--- src/rtl/lbist_prpg_if.sv ---
// LBIST PRPG control/status interface: master drives run control and seed, slave returns stimulus and status.
interface lbist_prpg_if #(
    parameter int unsigned N     = 24,
    parameter int unsigned CNT_W = 16
);
    logic             start;
    logic             abort;
    logic             hold;
    logic             seed_load;
    logic [N-1:0]     seed_in;
    logic [N-1:0]     pattern_out;
    logic             pattern_valid;
    logic             misr_en;
    logic             busy;
    logic             done;
    logic [CNT_W-1:0] pat_cnt;

    modport master (
        output start, abort, hold, seed_load, seed_in,
        input  pattern_out, pattern_valid, misr_en, busy, done, pat_cnt
    );

    modport slave (
        input  start, abort, hold, seed_load, seed_in,
        output pattern_out, pattern_valid, misr_en, busy, done, pat_cnt
    );
endinterface

--- src/rtl/lbist_prpg.sv ---
// LBIST pseudo-random pattern generator: Galois LFSR stimulus source with MISR-aligned enable.
// Optional macro LBIST_PRPG_PHASE_SHIFT_EN XORs a 7-bit right rotation onto pattern_out.
module lbist_prpg #(
    parameter int unsigned N            = 24,
    parameter int unsigned SEED         = 100,
    parameter int unsigned NUM_PATTERNS = 1000,
    parameter int unsigned CNT_W        = 16,
    parameter int unsigned CUT_LAT      = 2
) (
    input logic       clk,
    input logic       rst_n,
    lbist_prpg_if.slave bus
);
    localparam int unsigned DL_W = (CUT_LAT == 0) ? 1 : CUT_LAT;
    // Feedback mask includes bit 0, which receives r[N-1] directly
    localparam logic [N-1:0] TAPS = (N == 24) ? N'(32'h0000_0087) : N'(32'h0000_0021);
    localparam logic [CNT_W-1:0] LAST = CNT_W'(NUM_PATTERNS - 1);
    localparam logic [3:0] FLUSH_INIT = (CUT_LAT > 0) ? 4'(CUT_LAT - 1) : 4'd0;
    localparam logic [N-1:0] SEED_N = N'(SEED);

    if (N != 23 && N != 24) begin : g_bad_n
        $error("lbist_prpg: unsupported N=%0d (only 23 or 24)", N);
    end

    typedef enum logic [1:0] {IDLE, RUN, FLUSH, DONE} state_t;

    state_t           state;
    logic [N-1:0]     lfsr;
    logic [N-1:0]     pattern_q;
    logic [CNT_W-1:0] cnt;
    logic [3:0]       flush_cnt;
    logic             done_q;
    logic [DL_W-1:0]  dly;
    logic             valid;
    logic [N-1:0]     seed_fix;

    function automatic logic [N-1:0] step(input logic [N-1:0] r);
        return {r[N-2:0], 1'b0} ^ ({N{r[N-1]}} & TAPS);
    endfunction

    function automatic logic [N-1:0] shape(input logic [N-1:0] r);
`ifdef LBIST_PRPG_PHASE_SHIFT_EN
        return r ^ {r[6:0], r[N-1:7]};
`else
        return r;
`endif
    endfunction

    // A counted pattern is one the LFSR advances past at the coming edge
    assign valid    = (state == RUN) && !bus.hold && !bus.abort;
    assign seed_fix = (bus.seed_in == '0) ? SEED_N : bus.seed_in;

    always_ff @(posedge clk or negedge rst_n) begin
        if (!rst_n) begin
            state     <= IDLE;
            lfsr      <= SEED_N;
            pattern_q <= shape(SEED_N);
            cnt       <= '0;
            flush_cnt <= '0;
            done_q    <= 1'b0;
            dly       <= '0;
        end else begin
            dly <= (dly << 1) | DL_W'(valid);
            case (state)
                IDLE: begin
                    if (bus.seed_load) begin
                        lfsr      <= seed_fix;
                        pattern_q <= shape(seed_fix);
                        done_q    <= 1'b0;
                    end else if (bus.start) begin
                        state  <= RUN;
                        cnt    <= '0;
                        done_q <= 1'b0;
                    end
                end
                RUN: begin
                    if (bus.abort) begin
                        state <= IDLE;
                        dly   <= '0;
                    end else if (!bus.hold) begin
                        lfsr      <= step(lfsr);
                        pattern_q <= shape(step(lfsr));
                        cnt       <= cnt + CNT_W'(1);
                        flush_cnt <= FLUSH_INIT;
                        if (cnt == LAST) begin
                            state <= (CUT_LAT > 0) ? FLUSH : DONE;
                        end
                    end
                end
                FLUSH: begin
                    if (bus.abort) begin
                        state <= IDLE;
                        dly   <= '0;
                    end else if (flush_cnt == 4'd0) begin
                        state <= DONE;
                    end else begin
                        flush_cnt <= flush_cnt - 4'd1;
                    end
                end
                DONE: begin
                    done_q <= 1'b1;
                    state  <= IDLE;
                end
                default: state <= IDLE;
            endcase
        end
    end

    if (CUT_LAT == 0) begin : g_no_lat
        assign bus.misr_en = valid;
    end else begin : g_lat
        assign bus.misr_en = dly[DL_W-1];
    end

    assign bus.pattern_out   = pattern_q;
    assign bus.pattern_valid = valid;
    assign bus.busy          = (state == RUN) || (state == FLUSH);
    assign bus.done          = done_q;
    assign bus.pat_cnt       = cnt;
endmodule
--- src/flat_wrapper.sv ---
// flat-port wrapper written by rule: the top's interface ports become plain ports
module lbist_prpg_flat 
#(
    parameter int unsigned N            = 24,
    parameter int unsigned SEED         = 100,
    parameter int unsigned NUM_PATTERNS = 1000,
    parameter int unsigned CNT_W        = 16,
    parameter int unsigned CUT_LAT      = 2
)
  (clk, rst_n, bus_start, bus_abort, bus_hold, bus_seed_load, bus_seed_in, bus_pattern_out, bus_pattern_valid, bus_misr_en, bus_busy, bus_done, bus_pat_cnt);
  lbist_prpg_if #(.N(N), .CNT_W(CNT_W)) bus_i ();
  input logic clk;
  input logic rst_n;
  input wire logic [$bits(bus_i.start)-1:0] bus_start;
  input wire logic [$bits(bus_i.abort)-1:0] bus_abort;
  input wire logic [$bits(bus_i.hold)-1:0] bus_hold;
  input wire logic [$bits(bus_i.seed_load)-1:0] bus_seed_load;
  input wire logic [$bits(bus_i.seed_in)-1:0] bus_seed_in;
  output wire logic [$bits(bus_i.pattern_out)-1:0] bus_pattern_out;
  output wire logic [$bits(bus_i.pattern_valid)-1:0] bus_pattern_valid;
  output wire logic [$bits(bus_i.misr_en)-1:0] bus_misr_en;
  output wire logic [$bits(bus_i.busy)-1:0] bus_busy;
  output wire logic [$bits(bus_i.done)-1:0] bus_done;
  output wire logic [$bits(bus_i.pat_cnt)-1:0] bus_pat_cnt;
  assign bus_i.start = bus_start;
  assign bus_i.abort = bus_abort;
  assign bus_i.hold = bus_hold;
  assign bus_i.seed_load = bus_seed_load;
  assign bus_i.seed_in = bus_seed_in;
  assign bus_pattern_out = bus_i.pattern_out;
  assign bus_pattern_valid = bus_i.pattern_valid;
  assign bus_misr_en = bus_i.misr_en;
  assign bus_busy = bus_i.busy;
  assign bus_done = bus_i.done;
  assign bus_pat_cnt = bus_i.pat_cnt;
  lbist_prpg #(.N(N), .SEED(SEED), .NUM_PATTERNS(NUM_PATTERNS), .CNT_W(CNT_W), .CUT_LAT(CUT_LAT)) u_core (.clk(clk), .rst_n(rst_n), .bus(bus_i));
endmodule
--- config.mk ---
export PLATFORM = sky130hd
export DESIGN_NAME = lbist_prpg_flat
export DESIGN_NICKNAME = d
export VERILOG_FILES = /design/src/rtl/lbist_prpg_if.sv /design/src/rtl/lbist_prpg.sv /design/src/flat_wrapper.sv
export SDC_FILE = /design/constraint.sdc
export NUM_CORES = 1
export LEC_CHECK = 0
export CORE_MARGIN = 2
export CORE_UTILIZATION = 25
export CTS_CLUSTER_SIZE = 14
export DETAILED_ROUTE_END_ITERATION = 10
export GPL_TIMING_DRIVEN = 0
export PLACE_DENSITY = 0.54
export REMOVE_ABC_BUFFERS = 1
export SYNTH_ARGS = -nofsm -noshare
export SYNTH_HDL_FRONTEND = slang
export SYNTH_SLANG_ARGS = --single-unit
--- constraint.sdc ---
create_clock -name clk -period 2.7 [get_ports clk]
set_input_delay 0.54 -clock clk [delete_from_list [all_inputs] [get_ports clk]]
set_output_delay 0.54 -clock clk [all_outputs]
set_load 0.1 [all_outputs]
### Word level (Yosys, flattened, before mapping)

Cells that the tools add are included.
W data, S select, Z words.

* bits in registers: 49
* output and inout bits: 44

* add/subtract/negate cells: 2
* equality and inequality tests: 15
* muxes and demuxes: 28
* bitwise logic cells: 2
* reductions and logical operators: 17

Operator list (number)
* $mux W24: 4
* $mux W16: 4
* $pmux W24 S2: 1
* $pmux W16 S2: 1
* $logic_not A24 Y1: 1
* $xor A24 B8 Y24: 1
* $mux W2: 9
* $add A16 B1 Y16 const B: 1
* $eq A16 B10 Y1 const B: 1
* $mux W4: 4
* $reduce_and A5 Y1: 3
* $ne A2 B2 Y1 const B: 7
* $ne A3 B3 Y1 const B: 3
* $pmux W2 S4: 1
* $pmux W4 S2: 1
* $reduce_bool A2 Y1: 3
* $eq A2 B2 Y1 const B: 2
* $logic_not A4 Y1: 1
* $reduce_and A4 Y1: 1
* $sub A4 B1 Y4 const B: 1
* $ne A3 B2 Y1 const B: 1
* $eq A2 B1 Y1 const B: 1
* $logic_and A1 B1 Y1: 2
* $logic_not A1 Y1: 2
* 7 further kinds: 8

### Depth between registers and ports, before layout

* word-level depth: 6
* mapped depth: 10
* mapped depth without buffers: 8

### Least setup slack after synthesis

OpenSTA, ideal clock, no wires.

* path kind: reg2reg
* from: register u_core.state[1]
* to: register u_core.lfsr[17]
* setup time: 0.136 ns
* arrival time: 2.110 ns
* required time: 2.564 ns
* path slack: 0.453 ns
* stages on the path, launching flop included: 11
* path through: dfrtp_1 -> inv_1 -> ha_1 -> buf_4 -> or3b_4 -> clkinv_2 -> o22ai_1 -> buf_2 -> buf_4 -> nand2_1 -> o21ai_0

* word-level cells in the longest chain between the ends: 3
* elaborated cells on any way between the ends: 8
* those cells by class: eq/ne (4); mux (1); reduce/logical (3)

Ends and longest elaborated chain
* start: declaration: line lbist_prpg.sv:27 `state_t state;`
* start signal: assignment: line lbist_prpg.sv:86 `state <= (CUT_LAT > 0) ? FLUSH : DONE;`
* $eq A2 B1 Y1 / $logic_not A2 Y1 (equally long branches): line lbist_prpg.sv:64 `case (state)`
* $ne A2 B2 Y1 (no line) / $reduce_bool A2 Y1 (equally long branches)
* $reduce_and A4 Y1 (no line)
* end signal: assignment: line lbist_prpg.sv:67 `lfsr <= seed_fix;`
* end signal: assignment: line lbist_prpg.sv:81 `lfsr <= step(lfsr);`
* end: declaration: line lbist_prpg.sv:28 `logic [N-1:0] lfsr;`

Parallel ways exist; a longest one is shown, timed or not.
A chain may end at the register's enable or synchronous reset.

### Final worst setup path

* from: register u_core.state[0]
* to: output bus_busy

* word-level cells in the longest chain between the ends: 2
* elaborated cells on any way between the ends: 3
* those cells by class: eq/ne (2); reduce/logical (1)

Ends and longest elaborated chain
* $eq A2 B1 Y1 / $eq A2 B2 Y1 (equally long branches): line lbist_prpg.sv:117 `assign bus.busy = (state == RUN) || (state == FLUSH);`
* $logic_or A1 B1 Y1 *: line lbist_prpg.sv:117
* end: declaration: line flat_wrapper.sv:22 `output wire logic [$bits(bus_i.busy)-1:0] bus_busy;`

Every way passes the cells marked *; elsewhere a longest branch is shown, timed or not.

==> out/metrics.yaml <==
run_status:
  status: "completed"
placement:
  io_buffers: 73
  place_area_um2: 3472
  dp_hpwl_um: 4780
  dp.cells: 462
  place.gp.congestion: 0.7806
synth:
  ys_async_sr_fraction: 1.000
  ys_warn_count: 0
  synthCells: 262
  yosys_register_bits: 49
  synth_enable_flop_cells: 0
  synth_ff_type: "dfrtp_1"
  synth_area_um2: 2571
  yosysUniqueCellTypes: 41
  ys_seq_area_frac: 0.4783
  synth_area_per_cell_um2: 9.814
route:
  wl_per_cell_um: 13.72
  dr.first_iter.drc_count: 49
  via_per_inst: 4.504
  ant_nets: 0
  dr.pass1.iters: 4
  dr_total_vias: 2126
  drc: 0
  drt_wl_total_um: 6478
global_routing:
  grt_use_met1: 0.1643
  antenna_found_initial: 0
  met2_usage: 0.2032
  grt_busiest_layer: "met2"
  use_met3: 0.02845
  grt_pass1_vias: 2157
  grt_use_total: 0.1230
  grt_max_degree: 41
  grt-ovfl-total: 0
  grt_pass1_wl_um: 11090
power_and_ir_drop:
  power_density_nw_per_um2: 1294
  leakage_nw: 1.529
  power.switching_mw: 2.629
  combPwrFrac: 0.645
  peakVddDrop_v: 0.0009622
  p_seq_frac: 0.252
  internal_power_mw: 2.032
  p_clk_frac: 0.103
  p_sw_frac: 0.5640
critical_path:
  required_ns: 2.16
  worstPathMaxFanout: 4
  start_kind: "flip-flop"
  arrival_ns: 2.01
  cp-end-kind: "primary output"
  critPathKind: "reg -> out"
die:
  top_level_ports: 74
  die_w_um: 105.4
  dieArea_um2: 11110
  start_util: 0.2536
  die_y_um: 105.4
  row_count: 37
  core_um2: 10140
layout:
  multi_input_area_um2: 1281
  antenna_cells: 0
  fin_util: 0.3553
  syn_to_final_growth_pct: 40.10
  regArea_um2: 1230
  fillers: 1030
  finalNonFillerCells: 472
  drive_gt1_frac: 0.08036
  final_area_um2: 3602
  final_nets: 373
timing:
  timing.fmax_mhz: 392.5
  final_max_slew_viol_count: 0
  fin_crit_ns: 2.548
  finalHoldViolCount: 0
  tns_ns: 0
  grt_setup_unrepaired: "no"
  timing.slew.headroom: 0.3338
  max_slew.worst_pin.slew_ns: 0.9962
  min_period_over_period: 0.9436
  finalClockSkew_ns: 0.004626
  finalSetupViolCount: 0
clock_tree:
  clk_path_buf_depth: 2
  htreeDepth: 2
  cts_tree: "yes"
  cts_root_buffer: "clkbuf_8"
  clock_latency_ns: 0.30
  cts-buffers-inserted: 5
  clkTransAtPathRegs_ns: 0.09
  clock-sinks: 49
hold_path:
  hold_path_class: "in -> async"
job:
  cap_violations: 0
## final cells by class
| class | count | share of cell area |
|---|---|---|
| sequential | 49 | 0.3414 |
| inverter | 9 | 0.009726 |
| clock inverter | 1 | 0.001389 |
| multi-input combinational | 193 | 0.3557 |
| clock buffer | 7 | 0.02675 |
| timing repair buffer | 77 | 0.2178 |
| tap | 136 | 0.04724 |
## logic make-up (layout without fill, tap and decap cells)
family / Yosys count / after routing / synth area share
and+or+nand+nor: 98 / 98 / 0.1805
DFF: 49 / 49 / 0.4783
AOI/OAI and AO/OA: 48 / 48 / 0.1221
muxes: 22 / 22 / 0.08662
buffers and inverters: 20 / 94 / 0.03552
xor gates and xnor gates: 17 / 17 / 0.05791
adders and majority gates: 8 / 8 / 0.03893
## cell usage after synthesis (2+ instances only)
cell / count / area, um2
xnor2_1: 7 / 61.31
mux2_2: 2 / 22.52
o21ai_1: 5 / 25.02
nand2_1: 35 / 131.4
ha_1: 8 / 100.1
dfstp_2: 3 / 78.83
o21ai_0: 22 / 110.1
nor2_1: 23 / 86.33
nand3_1: 7 / 35.03
mux2i_1: 20 / 200.2
clkbuf_1: 5 / 18.77
dfrtp_1: 46 / 1151
or3_1: 2 / 12.51
nor4_1: 8 / 50.05
buf_2: 3 / 15.01
nand2b_1: 3 / 18.77
xor2_1: 10 / 87.58
inv_1: 8 / 30.03
a21oi_1: 7 / 35.03
nor3_1: 4 / 20.02
o31ai_1: 4 / 30.03
buf_4: 3 / 22.52
and3_1: 4 / 25.02
nand4_1: 6 / 37.54
## timing repair
item | CTS | global route
endpoints found under the setup margin | 3 | 1
hold buffers | 0 | 0
buffers inserted | 1 | 1
gates resized for setup | 8 | 0
## worst max-delay path: stages, from the launching register on
cell and delay, ns:
dfrtp_1 0.42, inv_1 0.11, ha_1 0.32, dlygate4sd2_1 0.86
## state kept, by name (all words and copies together) (netlist names)
register	cells
u_core.bus.done	1
u_core.lfsr	24
u_core.bus.pat_cnt	16
u_core.state	2
u_core.flush_cnt	4
u_core.dly	2
## worst paths after layout
| kind | from | to | slack, ns | cells past startpoint |
|---|---|---|---|---|
| hold reg to reg | u_core.lfsr[2] | u_core.lfsr[2] | 0.49 | 2 |
| max in group asynchronous | rst_n | u_core.lfsr[21] | 1.94 | 2 |
| setup / recovery | u_core.state[0] | bus_busy | 0.15 | 3 |
| hold / removal | rst_n | u_core.bus.done | 0.22 | 1 |
| min in group clk | u_core.lfsr[2] | u_core.lfsr[2] | 0.49 | 2 |
| setup reg to reg | u_core.state[1] | u_core.bus.pat_cnt[8] | 0.69 | 8 |
## routing by layer
metal	vias to the layer above	share of wire
met5	-	0
met4	0	0.0020
met3	2	0.045
met2	53	0.47
met1	1012	0.48
li1	1059	-
## power by group through the flow
stage          Clock (mW)  Sequential (mW)  Combinational (mW)
2_1_floorplan           0             2.49               0.936
3_3_place_gp            0             1.19                2.92
3_5_place_dp            0             1.18                2.99
4_1_cts             0.497             1.18                3.04
5_1_grt             0.530             1.22                3.19
6_report            0.478             1.17                3.01
## placed cells by master, fill, tap and decap left out, types with 2 or more instances in the layout
cell             Yosys  final
clkdlybuf4s50_1      0     70
dfrtp_1             46     46
nand2_1             35     35
nor2_1              23     23
o21ai_0             22     22
mux2i_1             20     20
xor2_1              10     10
inv_1                8      8
nor4_1               8      8
nand3_1              7      7
a21oi_1              7      7
xnor2_1              7      7
ha_1                 8      7
clkbuf_8             0      7
nand4_1              6      6
o21ai_1              5      5
o31ai_1              4      4
and3_1               4      4
nand2b_1             3      3
nor3_1               4      3
dfstp_2              3      3
clkinv_2             1      2
o22ai_4              1      2
or3_1                2      2
mux2_2               2      2
buf_12               0      2
buf_4                3      2
## per-stage QoR
step / hold slack, ns / power (mW) / setup WS, ns
after floorplan: 0.2444 / 3.429 / -1.309
after detailed placement: 0.4671 / 4.173 / -0.9311
after global placement: 0.4672 / 4.108 / -2.372
after global routing: 0.2525 / 4.940 / 0.03085
after CTS: 0.2271 / 4.714 / 0.007846
final: 0.2229 / 4.662 / 0.1522
No activity file was read; power rests on OpenSTA's default activity.
